## src/rtl/design1_wrapper.sv

```systemverilog
// AXI4-Lite controlled SPI master with TX/RX byte FIFOs, programmable SCLK
// divider and a level interrupt output (dbg).
module design1_wrapper #(
  parameter int          FIFO_DEPTH = 16,
  parameter logic [31:0] VERSION    = 32'h00010100
) (
  input  logic        aclk,
  input  logic        aresetn,
  input  logic [5:0]  s_axi_awaddr,
  input  logic        s_axi_awvalid,
  output logic        s_axi_awready,
  input  logic [31:0] s_axi_wdata,
  input  logic [3:0]  s_axi_wstrb,
  input  logic        s_axi_wvalid,
  output logic        s_axi_wready,
  output logic [1:0]  s_axi_bresp,
  output logic        s_axi_bvalid,
  input  logic        s_axi_bready,
  input  logic [5:0]  s_axi_araddr,
  input  logic        s_axi_arvalid,
  output logic        s_axi_arready,
  output logic [31:0] s_axi_rdata,
  output logic [1:0]  s_axi_rresp,
  output logic        s_axi_rvalid,
  input  logic        s_axi_rready,
  output logic        sclk,
  output logic        mosi,
  input  logic        miso,
  output logic        SPI_CS_N,
  output logic        dbg,
  output logic        sd
);

  localparam int AW = $clog2(FIFO_DEPTH);
  localparam logic [AW:0] FULL_CNT = {1'b1, {AW{1'b0}}};
  localparam logic [AW:0] ONE_CNT  = {{AW{1'b0}}, 1'b1};

  localparam logic [3:0] A_CTRL = 4'h0, A_STAT = 4'h1, A_DIV = 4'h2, A_TX  = 4'h3,
                         A_RX   = 4'h4, A_IER  = 4'h5, A_ISR = 4'h6, A_CS  = 4'h7,
                         A_VER  = 4'h8, A_START = 4'h9, A_RST = 4'hA;

  typedef enum logic [1:0] {S_IDLE, S_LOAD, S_SHIFT, S_DONE} state_t;
  state_t state, state_n;

  logic [3:0]  wa, ra;
  logic        wr_hs, rd_hs, start_cmd, soft_rst;
  logic [2:0]  ctrl;
  logic [15:0] clk_div;
  logic [1:0]  ier, isr, isr_set;
  logic        cs, overflow;
  logic [31:0] rd_val;

  logic [7:0]    tx_mem [FIFO_DEPTH];
  logic [7:0]    rx_mem [FIFO_DEPTH];
  logic [AW-1:0] tx_wp, tx_rp, rx_wp, rx_rp;
  logic [AW:0]   tx_cnt, rx_cnt;
  logic          tx_push, tx_pop, rx_push, rx_pop;
  logic          tx_empty, tx_full, rx_empty, rx_full;

  logic        cfg_cpol, cfg_cpha, cfg_lsb;
  logic [15:0] cfg_half, div_cnt;
  logic [3:0]  edge_cnt;
  logic [7:0]  sh, rx_sh, rx_next, rx_byte;
  logic        sclk_r, mosi_r, sd_r;
  logic        tick, sample, shift_ev, byte_done;

  logic unused_bits;
  assign unused_bits = ^{s_axi_wstrb, s_axi_wdata[31:16], s_axi_awaddr[1:0], s_axi_araddr[1:0]};

  function automatic logic first_bit(input logic [7:0] b, input logic lsb);
    return lsb ? b[0] : b[7];
  endfunction

  function automatic logic [7:0] shift_byte(input logic [7:0] b, input logic lsb);
    return lsb ? {1'b0, b[7:1]} : {b[6:0], 1'b0};
  endfunction

  assign wa        = s_axi_awaddr[5:2];
  assign ra        = s_axi_araddr[5:2];
  assign wr_hs     = s_axi_awready & s_axi_awvalid & s_axi_wvalid;
  assign rd_hs     = s_axi_arready & s_axi_arvalid;
  assign start_cmd = wr_hs && wa == A_START && s_axi_wdata[0];
  assign soft_rst  = wr_hs && wa == A_RST && s_axi_wdata[0];

  assign tx_empty = tx_cnt == '0;
  assign tx_full  = tx_cnt == FULL_CNT;
  assign rx_empty = rx_cnt == '0;
  assign rx_full  = rx_cnt == FULL_CNT;

  assign tx_push = wr_hs && wa == A_TX && !tx_full && !soft_rst;
  assign tx_pop  = state == S_LOAD && !tx_empty && !soft_rst;
  assign rx_pop  = rd_hs && ra == A_RX && !rx_empty && !soft_rst;

  // Bit timing: a tick is one SCLK edge; even edges lead, odd edges trail.
  // The sample edge is leading when CPHA=0 and trailing when CPHA=1.
  assign tick      = state == S_SHIFT && div_cnt == cfg_half - 16'd1;
  assign sample    = tick && (~edge_cnt[0] ^ cfg_cpha);
  assign shift_ev  = tick && !(~edge_cnt[0] ^ cfg_cpha);
  assign byte_done = tick && edge_cnt == 4'd15;
  assign rx_next   = cfg_lsb ? {miso, rx_sh[7:1]} : {rx_sh[6:0], miso};
  assign rx_byte   = sample ? rx_next : rx_sh;
  assign rx_push   = byte_done && !rx_full && !soft_rst;

  assign isr_set[0] = tx_pop && tx_cnt == ONE_CNT && !tx_push;
  assign isr_set[1] = state == S_DONE || (start_cmd && state == S_IDLE && tx_empty);

  assign s_axi_wready = s_axi_awready;
  assign s_axi_bresp  = 2'b00;
  assign s_axi_rresp  = 2'b00;
  assign sclk     = sclk_r;
  assign mosi     = mosi_r;
  assign sd       = sd_r;
  assign SPI_CS_N = cs;
  assign dbg      = |(isr & ier);

  // AXI handshakes: single-cycle ready pulses, responses held until accepted
  always_ff @(posedge aclk) begin
    if (!aresetn) begin
      s_axi_awready <= 1'b0;
      s_axi_bvalid  <= 1'b0;
      s_axi_arready <= 1'b0;
      s_axi_rvalid  <= 1'b0;
      s_axi_rdata   <= '0;
    end else begin
      s_axi_awready <= s_axi_awvalid & s_axi_wvalid & ~s_axi_awready & ~s_axi_bvalid;
      s_axi_arready <= s_axi_arvalid & ~s_axi_arready & ~s_axi_rvalid;
      if (wr_hs) s_axi_bvalid <= 1'b1;
      else if (s_axi_bready) s_axi_bvalid <= 1'b0;
      if (rd_hs) begin
        s_axi_rvalid <= 1'b1;
        s_axi_rdata  <= rd_val;
      end else if (s_axi_rready) begin
        s_axi_rvalid <= 1'b0;
      end
    end
  end

  // Read data mux
  always_comb begin
    rd_val = '0;
    case (ra)
      A_CTRL: rd_val = {29'h0, ctrl};
      A_STAT: rd_val = {26'h0, overflow, tx_full, tx_empty, rx_full, rx_empty, state != S_IDLE};
      A_DIV:  rd_val = {16'h0, clk_div};
      A_RX:   rd_val = rx_empty ? '0 : {24'h0, rx_mem[rx_rp]};
      A_IER:  rd_val = {30'h0, ier};
      A_ISR:  rd_val = {30'h0, isr};
      A_CS:   rd_val = {31'h0, cs};
      A_VER:  rd_val = VERSION;
      default: rd_val = '0;
    endcase
  end

  // Control registers; on ISR a set event wins over a same-cycle W1C
  always_ff @(posedge aclk) begin
    if (!aresetn) begin
      ctrl <= '0; clk_div <= '0; ier <= '0; isr <= '0; cs <= 1'b1; overflow <= 1'b0;
    end else begin
      if (wr_hs && wa == A_CTRL) ctrl <= s_axi_wdata[2:0];
      if (wr_hs && wa == A_DIV)  clk_div <= s_axi_wdata[15:0];
      if (wr_hs && wa == A_IER)  ier <= s_axi_wdata[1:0];
      if (wr_hs && wa == A_CS)   cs <= s_axi_wdata[0];
      if (soft_rst) begin
        isr      <= '0;
        overflow <= 1'b0;
      end else begin
        isr <= ((wr_hs && wa == A_ISR) ? (isr & ~s_axi_wdata[1:0]) : isr) | isr_set;
        if (byte_done && rx_full) overflow <= 1'b1;
      end
    end
  end

  // FIFO pointers and occupancy
  always_ff @(posedge aclk) begin
    if (!aresetn || soft_rst) begin
      tx_wp <= '0; tx_rp <= '0; tx_cnt <= '0;
      rx_wp <= '0; rx_rp <= '0; rx_cnt <= '0;
    end else begin
      if (tx_push) tx_wp <= tx_wp + 1'b1;
      if (tx_pop)  tx_rp <= tx_rp + 1'b1;
      if (rx_push) rx_wp <= rx_wp + 1'b1;
      if (rx_pop)  rx_rp <= rx_rp + 1'b1;
      tx_cnt <= tx_cnt + {{AW{1'b0}}, tx_push} - {{AW{1'b0}}, tx_pop};
      rx_cnt <= rx_cnt + {{AW{1'b0}}, rx_push} - {{AW{1'b0}}, rx_pop};
    end
  end

  // FIFO storage
  always_ff @(posedge aclk) begin
    if (tx_push) tx_mem[tx_wp] <= s_axi_wdata[7:0];
    if (rx_push) rx_mem[rx_wp] <= rx_byte;
  end

  // Exchange sequencer state register
  always_ff @(posedge aclk) begin
    if (!aresetn) state <= S_IDLE;
    else          state <= state_n;
  end

  // Exchange sequencer next state
  always_comb begin
    state_n = state;
    case (state)
      S_IDLE:  if (start_cmd && !tx_empty) state_n = S_LOAD;
      S_LOAD:  state_n = S_SHIFT;
      S_SHIFT: if (byte_done) state_n = tx_empty ? S_DONE : S_LOAD;
      S_DONE:  state_n = S_IDLE;
      default: state_n = S_IDLE;
    endcase
    if (soft_rst) state_n = S_IDLE;
  end

  // Shifter, SCLK generation and per-exchange configuration snapshot
  always_ff @(posedge aclk) begin
    if (!aresetn) begin
      sclk_r <= 1'b0; mosi_r <= 1'b0; sd_r <= 1'b0;
      sh <= '0; rx_sh <= '0; div_cnt <= '0; edge_cnt <= '0;
      cfg_cpol <= 1'b0; cfg_cpha <= 1'b0; cfg_lsb <= 1'b0; cfg_half <= 16'd1;
    end else begin
      sd_r <= sample && !soft_rst;
      if (soft_rst) begin
        sclk_r <= ctrl[0];
        mosi_r <= 1'b0;
      end else begin
        case (state)
          S_IDLE: begin
            sclk_r <= ctrl[0];
            mosi_r <= 1'b0;
            if (start_cmd) begin
              cfg_cpol <= ctrl[0];
              cfg_cpha <= ctrl[1];
              cfg_lsb  <= ctrl[2];
              cfg_half <= (clk_div == 16'd0) ? 16'd1 : clk_div;
            end
          end
          S_LOAD: begin
            sclk_r   <= cfg_cpol;
            div_cnt  <= '0;
            edge_cnt <= '0;
            rx_sh    <= '0;
            if (!cfg_cpha) begin
              mosi_r <= first_bit(tx_mem[tx_rp], cfg_lsb);
              sh     <= shift_byte(tx_mem[tx_rp], cfg_lsb);
            end else begin
              sh <= tx_mem[tx_rp];
            end
          end
          S_SHIFT: begin
            if (tick) begin
              sclk_r   <= ~sclk_r;
              div_cnt  <= '0;
              edge_cnt <= edge_cnt + 4'd1;
              if (sample) rx_sh <= rx_next;
              if (shift_ev) begin
                mosi_r <= first_bit(sh, cfg_lsb);
                sh     <= shift_byte(sh, cfg_lsb);
              end
            end else begin
              div_cnt <= div_cnt + 16'd1;
            end
          end
          S_DONE: begin
            sclk_r <= cfg_cpol;
            mosi_r <= 1'b0;
          end
          default: sclk_r <= cfg_cpol;
        endcase
      end
    end
  end

endmodule

```

## config.mk

```make
export PLATFORM = sky130hd
export DESIGN_NAME = design1_wrapper
export DESIGN_NICKNAME = d
export VERILOG_FILES = /design/src/rtl/design1_wrapper.sv
export SDC_FILE = /design/constraint.sdc
export NUM_CORES = 1
export LEC_CHECK = 0
export ABC_AREA = 1
export CAP_MARGIN = 10
export CORE_MARGIN = 5
export CORE_UTILIZATION = 35
export DETAILED_ROUTE_END_ITERATION = 12
export GPL_TIMING_DRIVEN = 0
export RECOVER_POWER = 50
export SYNTH_ARGS = -nofsm -noshare
export SYNTH_HDL_FRONTEND = slang
export SYNTH_SLANG_ARGS = --single-unit
```

## constraint.sdc

```tcl
create_clock -name aclk -period 9.2 [get_ports aclk]
set_input_delay 1.84 -clock aclk [delete_from_list [all_inputs] [get_ports aclk]]
set_output_delay 1.84 -clock aclk [all_outputs]
set_load 0.02 [all_outputs]
```

==> impl_results.md <==
- Detail Placement HPWL: around 33,000 µm
- Register Area: between 10,000 and 15,000 µm²
- Number of port buffers: 58
- Final Hold Viols: 0
- Wire per inst: 17.7 µm
- Slowest stage delay, CP: between 1 and 1.5 ns
- Most used cell along the critical path: inv_1
- Area leader, netlist: edfxtp_1
- Number of synthesized flops with an enable pin: 256
- Clk_skew: ~0.027 ns
- Site row count: 82
- Synthesized area: 17,500 µm²
- TritonCTS Sinks: a little under 400
- Count leader, synth: nor2_1
- Simple-gate portion of the synthesized area: around 17%
- WS Path Type: input port to flip-flop
- Routed wire length: between 40,000 and 50,000 µm
- Final setup viols: 0
- Top-area cell type share of the netlist area: approximately 44%
- Placer Congestion: 0.857
- Xor/xnor share of the synthesized area: ~1.1%
- Worst skew pair latency: ~0.58 ns
- Critical path's slowest cell: dlygate4sd3_1
- Post-CTS Setup Bufs: 0
- Clock Path Buffers: 3
- Synth cell count leaders: 285 x nor2_1, 283 x nand2_1, 256 x edfxtp_1
- Adder-cell share of the synthesized area: roughly 2.4%
- Vias: around 14,000
- Max-cap violations: 0
- Pwr dens: between 150 and 200 nW/µm²
- Worst-path fanout max: 19
- Post-synth top flop: edfxtp_1
- Main combinational cell family by area after synthesis: simple AND/OR/NAND/NOR gates
- H-tree depth: 2
- Number of diodes: 0
- Worst r2r dst: rx_cnt[4]
- Initial detailed-routing violation count: 1,230
- Synth Register Bits: between 300 and 400
- Cell count after synthesis: around 1,800
- Fmax: 182 MHz
- Clock slew at the register clock pins of the worst setup and hold paths: 0.07 ns
- Measured slew at the worst slew-check pin: around 1.1 ns
- Slew HR: 24.9%
- Root Driver: clkbuf_16
- Setup TNS: 0 ns
- Share of cells above drive strength 1: about 5.7%
- Syn-to-layout area delta: 16.3%
- Filler Cells Inserted: roughly 4,800
- Top-Level Pins: 102
- Leakage: approximately 7.7 nW
- Area of the multi-input gates: 6000 µm²
- Worst Setup SP: s_axi_wdata[0]
- First-pass GRT wire length: ~74,000 µm
- Avg Vias per Cell: ~5.1
- Core Box Area: about 50,000 µm²
- Worst setup SP type: input port
- Number of warnings issued by yosys: 0
- Largest net degree at the start of global routing: 20
- DRT Pass-1 Iters: 5
- Die X: between 200 and 250 µm
- Sequential element share of the synthesized area: between 50% and 60%
- Num CTS Buffers: 44
- Async SR Flop Fraction: 0%
- Antenna violations before repair: 1
- CTS resizes: 0
- Syn_area_per_cell: between 9 and 10 µm²
- Nets: between 2,000 and 2,500
- Drt drc: 0
- GRT Util Overall: approximately 17%
- CP endpoint kind: flip-flop
- Multiplexer share of the synthesized area: 0%
- Post-synthesis cell type count: 50
- WHS: between 0.4 and 0.5 ns
- Vias in the first global route: about 13,000
- Final worst path period share: between 50% and 60%
- Crit path DAT: roughly 5.9 ns
- Starting density of the core: between 30% and 40%
- CTS tree: yes
- CP cell instances: dlygate4sd3_1, inv_1, nor3_1, nand2_1, inv_1, nor2_1, nand2_1, inv_1, ha_1, inv_1, ha_1, inv_1, fa_1, o21ai_0, a21oi_1, xnor2_1, nor2_1
- Worst hold path type: flip-flop to flip-flop
- Worst r2r src: cfg_half[0]
- Final Max Slew Viols: 0
- R2R cell count: 22
- Die area: about 55,000 µm²
- Cts hold-fix bufs: 0
- Synth Area in Compound Gates: a little over an eighth
- Required @ worst endpoint: between 9 and 10 ns
- Setup crit end: tx_cnt[4]
- Maximum vdd drop: 0.125 mV
- Min cycle time layout: 5.49 ns
- RSZ-0062 raised after global routing: no
- Die Span Y: 234 µm
- Number of antenna-violating nets in the routed design: 0
- Status: completed
- Total grt overflow: 0
- Synth area leaders: edfxtp_1 44%, dfxtp_1 16%, nor2_1 6.1%
- R2R setup slack: between 5 and 6 ns
-- final cells by class --
| cell class | count | share of cell area [%] |
|---|---|---|
| Timing Repair Buffer | 58 | 2.85 |
| Buffer | 92 | 2.11 |
| Multi-Input combinational cell | 1200 | 29.5 |
| Tap cell | 672 | 4.13 |
| Clock inverter | 22 | 1.11 |
| Clock buffer | 59 | 5.75 |
| Inverter | 162 | 2.99 |
| Sequential cell | 396 | 51.6 |
-- critical path, delay by kind of cell --
kind	cells	cell delay (ns)
xor+xnor	1	0.17
fa+ha+maj	3	0.87
simple gates	5	0.93
compound gates	2	0.31
buf+inv	6	1.80
-- stage by stage --
stage | power [mW] | cell area (µm²) | utilization, % | cells | setup slack [ns]
floorplan | 2.20 | 17600 | - | 1850 | 4.85
global placement | 2.31 | 19000 | 38.1 | 2580 | 3.43
detailed placement | 2.32 | 19000 | 38.1 | 2580 | 3.29
CTS | 4.02 | 20400 | 41.0 | 2661 | 3.88
global route | 4.12 | 20300 | 40.9 | 2661 | 3.31
finish | 3.98 | 20300 | 40.9 | 2661 | 3.71
-- flip-flops by register name, indices dropped and copies added (netlist names), 5 cells and up, named ones only --
register	cells
rx_sh	8
tx_mem	128
sh	8
cfg_half	16
rx_cnt	5
s_axi_rdata	17
clk_div	16
rx_mem	128
div_cnt	16
tx_cnt	5
-- per-layer routing --
layer	vias up	GRT usage (%)	wire [µm]
met4	2	5.10	1180
met5	-	0	13
met3	81	3.38	3320
met2	468	26.8	21000
li1	6528	-	-
met1	6516	23.9	21700
-- cells by family (layout without fill, tap and decap cells) --
kind of cell	count (synthesis)	in the layout
AO/OA/AOI/OAI	408	408
AND/OR/NAND/NOR	720	720
flip-flops	396	396
adder cells (fa/ha/maj)	32	32
other	1	19
XOR/XNOR	21	21
buffers and inverters	254	393
-- placed cells by master, fill, tap and decap left out, types with 3 or more instances in the layout --
master and n:
edfxtp_1 256, nand2_1 285, dfxtp_1 140, clkdlybuf4s50_1 20
a211oi_1 6, inv_1 157, inv_2 3, o22ai_1 23
clkinv_1 9, nor2_2 7, dlygate4sd3_1 38, ha_1 30
nor2_4 4, clkinv_2 5, nand3_1 75, xnor2_1 8
bufinv_16 3, a31oi_1 5, o21ai_0 210, a22oi_1 6
clkbuf_1 82, conb_1 19, xor2_1 13, o211ai_1 23
a21oi_1 94, nand2_2 6, nor3_1 16, buf_4 20
nor2_1 286, o221ai_1 28, or2_2 5, nor4_1 10
clkinv_8 3, nand4_1 17, clkbuf_16 44
-- how the worst min path moves through the flow --
| stage | startpoint | end | slack [ns] | cells after the start |
|---|---|---|---|---|
| floorplan | sh[7] | sh[7] | 0.43 | 2 |
| global placement | s_axi_bvalid | s_axi_awready | 0.43 | 1 |
| detailed placement | s_axi_bvalid | s_axi_awready | 0.44 | 1 |
| CTS | s_axi_bvalid | s_axi_awready | 0.45 | 1 |
| global route | s_axi_bvalid | s_axi_awready | 0.46 | 1 |
| finish | s_axi_bvalid | s_axi_awready | 0.44 | 1 |
-- where the power goes --
part	leakage, nW	total [mW]	switching [mW]	internal (mW)
registers	3.70	1.93	0.0210	1.91
logic	3.30	0.344	0.233	0.111
clock network	0.676	1.71	0.723	0.986
(Power assumes the default switching activity.)
